==> src/rtl/fuzz_out_misr.sv <==
// Compacts the fuzz netlist output bus into a MISR signature over a programmed number of cycles (optional input register: FUZZ_MISR_INREG_EN).
// Latency: done rises one cycle after the last of N samples; start with N=0 goes straight to DONE.
// Backpressure: none; start is ignored while busy, and DONE holds until restart or reset.
module fuzz_out_misr #(
    parameter int                 WIDTH = 11,
    parameter int                 SIG_W = 32,
    parameter int                 CNT_W = 16,
    parameter logic [SIG_W-1:0]   POLY  = SIG_W'(32'h04C11DB7),
    parameter logic [SIG_W-1:0]   SEED  = SIG_W'(32'h00000000)
) (
    input  logic               clk,
    input  logic               rst_n,
    input  logic               start,
    input  logic [CNT_W-1:0]   num_cycles,
    input  logic [WIDTH-1:0]   dut_out,
    output logic               busy,
    output logic               done,
    output logic [SIG_W-1:0]   signature,
    output logic [CNT_W-1:0]   remaining
);

    typedef enum logic [1:0] {
        S_IDLE = 2'd0,
        S_RUN  = 2'd1,
        S_DONE = 2'd2
    } state_t;

    state_t             state;
    state_t             state_nxt;
    logic [WIDTH-1:0]   sample;
    logic [SIG_W-1:0]   sample_ext;
    logic [SIG_W-1:0]   sig_step;

`ifdef FUZZ_MISR_INREG_EN
    logic [WIDTH-1:0]   dut_q;

    // Retimes the netlist outputs so the MISR sees a clean flop-to-flop path.
    always_ff @(posedge clk or negedge rst_n) begin
        if (!rst_n) begin
            dut_q <= '0;
        end else begin
            dut_q <= dut_out;
        end
    end

    assign sample = dut_q;
`else
    assign sample = dut_out;
`endif

    always_comb begin
        sample_ext              = '0;
        sample_ext[WIDTH-1:0]   = sample;
    end

    assign sig_step = {signature[SIG_W-2:0], 1'b0}
                    ^ (signature[SIG_W-1] ? POLY : '0)
                    ^ sample_ext;

    always_comb begin
        state_nxt = state;
        unique case (state)
            S_IDLE, S_DONE: begin
                if (start) begin
                    state_nxt = (num_cycles != '0) ? S_RUN : S_DONE;
                end
            end
            S_RUN: begin
                // remaining is never 0 in RUN, so the run ends on the last sample.
                if (remaining == CNT_W'(1)) begin
                    state_nxt = S_DONE;
                end
            end
            default: state_nxt = S_IDLE;
        endcase
    end

    always_ff @(posedge clk or negedge rst_n) begin
        if (!rst_n) begin
            state     <= S_IDLE;
            signature <= SEED;
            remaining <= '0;
        end else begin
            state <= state_nxt;
            unique case (state)
                S_IDLE, S_DONE: begin
                    if (start) begin
                        signature <= SEED;
                        remaining <= num_cycles;
                    end
                end
                S_RUN: begin
                    signature <= sig_step;
                    remaining <= remaining - CNT_W'(1);
                end
                default: begin
                    signature <= SEED;
                    remaining <= '0;
                end
            endcase
        end
    end

    assign busy = (state == S_RUN);
    assign done = (state == S_DONE);

endmodule
==> config.mk <==
export PLATFORM = sky130hd
export DESIGN_NAME = fuzz_out_misr
export DESIGN_NICKNAME = d
export VERILOG_FILES = /design/src/rtl/fuzz_out_misr.sv
export SDC_FILE = /design/constraint.sdc
export NUM_CORES = 1
export LEC_CHECK = 0
export CAP_MARGIN = 20
export CORE_AREA = 2 2 77 79
export CTS_BUF_LIST = sky130_fd_sc_hd__clkbuf_4
export DETAILED_ROUTE_END_ITERATION = 10
export DIE_AREA = 0 0 79 81
export PLACE_DENSITY_LB_ADDON = 0.1
export REMOVE_ABC_BUFFERS = 1
export SETUP_SLACK_MARGIN = 0.1
export SLEW_MARGIN = 0
export SYNTH_ARGS = -nofsm -noshare
export SYNTH_HDL_FRONTEND = slang
export SYNTH_SLANG_ARGS = --single-unit
==> constraint.sdc <==
create_clock -name clk -period 2.2 [get_ports clk]
set_clock_uncertainty 0.05 [all_clocks]
set_input_delay 0.44 -clock clk [delete_from_list [all_inputs] [get_ports clk]]
set_output_delay 0.44 -clock clk [all_outputs]
set_load 0.02 [all_outputs]
==> results of run 1 <==
-- synth_stat cells, drive strengths merged, types with 5 or more instances --
cell type,instances,share of area
clkbuf,14,0.021
nand2,26,0.040
nor2,5,0.0076
o21ai,29,0.059
xnor2,19,0.068
a22o,15,0.053
dfrtp,50,0.51
nor4,7,0.026
mux2i,6,0.024
inv,6,0.0092
xor2,7,0.025
or4,5,0.017
-- cell usage in the layout, fill, tap and decap left out, types with 2 or more instances in the layout --
cell / n
dfrtp_2: 2
xor2_1: 7
dfrtp_1: 48
nor3_1: 4
nand2_1: 26
o22ai_1: 3
o211ai_1: 2
a22o_1: 15
a21oi_1: 3
a221o_1: 3
o21ai_0: 28
clkdlybuf4s50_1: 76
a31oi_1: 4
nor4_1: 5
inv_1: 6
xnor2_1: 19
a32oi_1: 3
buf_4: 10
ha_1: 2
or4_1: 4
buf_12: 2
or3_1: 2
mux2i_1: 6
clkbuf_4: 6
dlygate4sd2_1: 2
nor2_1: 4
nand3_1: 4
-- per-stage QoR --
step | hold WS, ns | utilization | power (mW) | instances
finish | 0.02569 | 0.6087 | 3.961 | 395
floorplan | 0.09441 | - | 2.626 | 222
global placement | 0.4393 | 0.5994 | 3.551 | 388
CTS | 0.03646 | 0.6082 | 3.994 | 395
detailed placement | 0.4419 | 0.5994 | 3.577 | 388
global route | 0.04110 | 0.6087 | 4.230 | 395
-- flip-flops by register name, summed over array words and instances, names as in the netlist --
register and cells:
state 2, remaining 16, signature 32
-- cell type report --
type,count,area [um^2],area share
Clock buffer,6,45.04,0.01304
Clock inverter,1,7.507,0.002173
Sequential cell,50,1254,0.3629
Multi-Input combinational cell,165,1130,0.3271
Inverter,7,26.28,0.007606
Tap cell,75,93.84,0.02716
Timing Repair Buffer,91,898.4,0.2601
-- logic make-up (layout without fill, tap and decap cells) --
logic type / after synthesis / in the layout / share of synthesized area
AOI/OAI and AO/OA: 69 / 69 / 0.1886
DFF: 50 / 50 / 0.5084
buffers and inverters: 22 / 105 / 0.03355
adders and majority gates: 2 / 2 / 0.01017
and+or+nand+nor: 61 / 61 / 0.1378
xor gates and xnor gates: 26 / 26 / 0.09253
muxes: 7 / 7 / 0.02898
-- where the power goes --
| part | internal, mW | leakage [nW] | switching, mW |
|---|---|---|---|
| logic | 1.03 | 0.724 | 0.897 |
| clock network | 0.132 | 0.0278 | 0.281 |
| registers | 1.27 | 0.563 | 0.344 |
-- routing by layer --
metal / wire length (um) / track usage
met1: 3029 / 0.3224
met2: 3040 / 0.3263
met3: 377 / 0.03667
met4: 38 / 0.03966
met5: 0 / 0
-- worst paths after layout --
path                               start       endpoint  slack, ns
setup / recovery            remaining[3]   remaining[3]       0.19
hold / removal                     rst_n   signature[1]       0.03
setup reg to reg           remaining[10]  remaining[14]       0.23
hold reg to reg            signature[26]  signature[26]       0.49
max in group asynchronous          rst_n  signature[14]       1.52
min in group clk           signature[26]  signature[26]       0.49
-- timing repair --
item                                    in CTS  in global routing
hold buffers                                 0                  0
gates resized for setup                      2                  2
gates cloned                                 0                  0
endpoints found under the setup margin       2                  2
endpoints found under the hold margin        0                  0
==> metrics.md, run 1 <==
| Metric | Value |
|---|---|
| Number of enable flip-flop cells after synthesis | `0` |
| Global route overflow | `0` |
| DP Wirelength | `roughly 4.6 mm` |
| WL/cell | `16.42 um` |
| H-tree level count | `2` |
| Pwr Density | `between 1000 and 1500 nW/um^2` |
| Num CTS Buffers | `5` |
| VDD IR-drop max | `0.5919 mV` |
| Filler cells | `496` |
| Rows | `28` |
| Tmin final | `2.010 ns` |
| Cell depth of the worst setup path | `1` |
| Worst setup SP type | `flip-flop` |
| Worst skew pair latency | `0.36 ns` |
| Area Overhead vs Synth | `40.37%` |
| Die width | `about 80 um` |
| Max-cap violations | `0` |
| Worst slew pin tran | `roughly 0.63 ns` |
| Initial core utilization | `0.4336` |
| WP data arrival | `1.52 ns` |
| Initial antenna violation count | `0` |
| Rel. slew slack | `0.5800` |
| Synth warn | `0` |
| Placed instance area | `3402 um^2` |
| Vias in the first global route | `2059` |
| Required time worst endpoint | `1.71 ns` |
| TNS Setup | `0 ns` |
| Final WL | `6.485 mm` |
| Post-route cell area | `around 3500 um^2` |
| CTS sink cnt | `50` |
| Vias/cell | `5.489` |
| Delay-heaviest family, CP | `buffers and inverters` |
| P_leak | `1.315 nW` |
| Setup crit end kind | `output port` |
| Fin crit share | `0.9137` |
| Post-Synthesis Cell Area | `roughly 2500 um^2` |
| Seq cells post-synth | `50` |
| Root Buffer | `clkbuf_4` |
| Crit path max fanout | `6` |
| # nets final | `352` |
| Fraction of registers with async set/reset | `1.000` |
| Peak Freq | `a little under 0.5 GHz` |
| Final hold vios | `0` |
| Share of layout cells above drive strength 1 | `0.09063` |
| Ports | `80` |
| Final slew viol count | `0` |
| Overall routing resource usage | `0.2134` |
| Final ANT Viol Nets | `0` |
| Synth cell types | `44` |
| Routability cong. | `0.8447` |
| Die Area | `about 6400 um^2` |
| Via count | `roughly 2200` |
| Setup violators final | `0` |
| Worst Path Buf+Inv | `1` |
| CP Cell Sequence | `clkdlybuf4s50_1` |
| # DRC | `0` |
| CP max stage delay | `approximately 0.66 ns` |
| Clock buffer depth | `2` |
| Avg Synthesized Cell Area | `10.38 um^2` |
| Die height | `81 um` |
| Pre-CTS setup slack | `0.2674 ns` |
| N_diodes | `0` |
| Worst Reg2Reg Path Length in Cells | `4` |
| Iter 0 DRT Violations | `88` |
| RSZ-0062 raised after global routing | `no` |
| CTS tree | `built` |
| Postcts setup bufs | `0` |
| Port buffer count | `~80` |
| PnR worst setup slack | `between 0.15 and 0.2 ns` |
| Seq/Total Area, Yosys | `0.5084` |
| First-pass GRT wire length | `~11 mm` |
| Reg clk slew, reported paths | `around 0.14 ns` |
| Core ar. | `roughly 5700 um^2` |
| Critical path class | `flip-flop to output port` |
| Cell count after synthesis | `about 240` |
| Ys flop type | `dfrtp_1` |
| CP max stage cell | `clkdlybuf4s50_1` |
| DRT Pass-1 Iters | `4` |
| Outcome | `complete, no violations` |
| Hold Crit Class | `input pin to async pin` |
| Largest net degree at the start of global routing | `31` |
Note: power is estimated with default switching activity, not from simulation.
==> inputs of run 2 (changes only) <==
- CTS_CLUSTER_DIAMETER: unset -> 60
==> results of run 2 <==
Final layout, timing and power as in run 1 (identical DEF).
==> inputs of run 3 (changes only) <==
- clock period: 2.2 -> 2.6 ns (I/O delays scaled with it)
==> run 3 against run 2 <==
Against the previous run: cell count rose by 0.76%; routed wire length fell by 0.85%; die area did not move; clock power rose by 13%; first-iteration DRC count rose by 36%.
==> metrics.md, run 3 (synthesized netlist as in run 1, its figures left out) <==
| Metric | Value |
|---|---|
| Outcome | `complete, no violations` |
| Reg clk slew, reported paths | `0.14 ns (about the same)` |
| P_leak | `1.337 nW (+1.6%)` |
| Required time worst endpoint | `2.03 ns (+0.32 ns)` |
| Die width | `79 um (unchanged)` |
| Die height | `81 um (unchanged)` |
| Root Buffer | `clkbuf_4` |
| Fin cells | `398 (+0.76%)` |
| DRT Pass-1 Iters | `4 (unchanged)` |
| Critical path origin | `state[0]` |
| Final slew viol count | `0 (unchanged)` |
| Rel. slew slack | `0.5994 (+0.01945)` |
| Sw Share | `0.3706 (-0.01368)` |
| Seq pwr share | `0.393 (-0.016)` |
| Num CTS Buffers | `5 (unchanged)` |
| Biggest regs | `signature (32), remaining (16), state (2)` |
| WL/cell | `16.16 um (-1.6%)` |
| Vias in the first global route | `2113 (+2.6%)` |
| Fin crit share | `0.9042` |
| Rows | `28 (unchanged)` |
| Overall routing resource usage | `0.2099 (-0.003527)` |
| Final WL | `6.430 mm (-0.85%)` |
| Crit path max fanout | `14 (+8)` |
| Psw | `1.280 mW (-16%)` |
| # nets final | `354 (+0.57%)` |
| Initial core utilization | `0.4336 (unchanged)` |
| First-pass GRT wire length | `10.36 mm (-4.0%)` |
| Logic gate share of total power | `0.472 (-0.015)` |
| Worst slew pin tran | `0.5959 ns (-0.03414 ns)` |
| CP max stage cell | `clkdlybuf4s50_1` |
| Worst skew pair latency | `0.36 ns (about the same)` |
| Vias/cell | `5.437 (-0.94%)` |
| WP data arrival | `1.78 ns (+0.26 ns)` |
| CP max stage delay | `0.65 ns (about the same)` |
| Die Area | `6399 um^2 (unchanged)` |
| Largest net degree at the start of global routing | `31 (unchanged)` |
| Final hold vios | `0 (unchanged)` |
| Core ar. | `5675 um^2 (unchanged)` |
| Post-CTS Hold Buffers | `0 (unchanged)` |
| Most frequent cells in the layout | `clkdlybuf4s50_1, dfrtp_1, o21ai_0, nand2_1, xnor2_1` |
| Worst setup SP type | `flip-flop` |
| Hold Crit Class | `input pin to async pin` |
| Cells after DPL | `390 (+0.52%)` |
| DP Wirelength | `4.634 mm (+0.72%)` |
| # DRC | `0 (unchanged)` |
| CTS tree | `built` |
| Delay-heaviest family, CP | `buffers and inverters` |
| CTS sink cnt | `50 (unchanged)` |
| VDD IR-drop max | `0.5318 mV (-10%)` |
| Worst r2r src | `remaining[10]` |
| Iter 0 DRT Violations | `120 (+36%)` |
| Worst Path Buf+Inv | `1 (unchanged)` |
| Hold Slack | `0.09095 ns (+0.06526 ns)` |
| Leading cell type in the layout, fill and taps excluded | `clkdlybuf4s50_1` |
| Area Overhead vs Synth | `41.23%` |
| Postcts setup bufs | `0 (unchanged)` |
| TNS Setup | `0 ns (unchanged)` |
| CTS resizes | `0 (-2)` |
| Clock power share | `0.135 (+0.031)` |
| Top reg by flops | `signature` |
| Peak Freq | `0.4254 GHz` |
| Pwr Density | `993.7 nW/um^2 (-13%)` |
| Internal | `2.174 mW (-11%)` |
| Share of layout cells above drive strength 1 | `0.09598 (+0.005350)` |
| N_diodes | `0 (unchanged)` |
| CP Cell Sequence | `nor2b_1 > clkdlybuf4s50_1` |
| RSZ-0062 raised after global routing | `no` |
| Max-cap violations | `0 (unchanged)` |
| Final ANT Viol Nets | `0 (unchanged)` |
| Routability cong. | `0.8480 (+0.39%)` |
| Critical path class | `flip-flop to output port` |
| Clock buffer depth | `2 (unchanged)` |
| H-tree level count | `2 (unchanged)` |
| Ports | `80 (unchanged)` |
| Global route overflow | `0 (unchanged)` |
| Initial antenna violation count | `0 (unchanged)` |
| Via count | `2164 (-0.18%)` |
| Port buffer count | `79 (unchanged)` |
| Setup violators final | `0 (unchanged)` |
| Setup crit end kind | `output port` |
| Max reg flops | `32 (unchanged)` |
| Tmin final | `2.351 ns` |
run 3: cell types whose count changed in the layout (fill, tap and decap cells not counted):
cell	before	now
dfrtp_1	48	49
clkinvlp_4	1	0
bufinv_16	0	1
buf_4	10	14
dfrtp_2	2	1
buf_12	2	0
dlygate4sd2_1	2	0
clkbuf_4	6	7
clkdlybuf4s50_1	76	78
run 3: metrics by stage:
stage / area, um^2 / power [mW] / setup WS, ns / utilization
after floorplan: 2405 / 2.222 / 0.09439 / -
after global placement: 3392 / 3.006 / 0.5673 / 0.5977
after detailed placement: 3392 / 3.018 / 0.5652 / 0.5977
after CTS: 3475 / 3.489 / 0.1328 / 0.6122
after global routing: 3476 / 3.677 / 0.1885 / 0.6124
final: 3476 / 3.454 / 0.2492 / 0.6124
run 3: layout make-up:
type                            count  area, um^2
Tap cell                           75       93.84
Inverter                            7       26.28
Fill cell                         520        2200
Clock inverter                      1       30.03
Clock buffer                        7       52.55
Multi-Input combinational cell    165        1130
Sequential cell                    50        1252
Timing Repair Buffer               93       890.9
run 3: worst paths after layout:
| kind | endpoint | slack (ns) | cells past startpoint |
|---|---|---|---|
| worst max register to register | remaining[14] | 0.62 | 4 |
| min in group clk | signature[23] | 0.48 | 2 |
| worst min-delay path | signature[3] | 0.09 | 1 |
| worst min register to register | signature[23] | 0.48 | 2 |
| worst max-delay path | done | 0.25 | 2 |
| max in group asynchronous | signature[22] | 1.79 | 2 |
run 3: power groups by stage:
stage | logic, mW | clock network (mW) | registers (mW)
2_1_floorplan | 0.481 | 0 | 1.74
6_report | 1.63 | 0.468 | 1.36
3_5_place_dp | 1.64 | 0 | 1.38
3_3_place_gp | 1.63 | 0 | 1.38
4_1_cts | 1.65 | 0.481 | 1.36
5_1_grt | 1.75 | 0.517 | 1.41
run 3: per-layer routing:
| layer | track usage | wire length [um] |
|---|---|---|
| met5 | 0 | 0 |
| met4 | 0.06552 | 44 |
| met2 | 0.3288 | 3003 |
| met3 | 0.04333 | 427 |
| met1 | 0.2950 | 2954 |
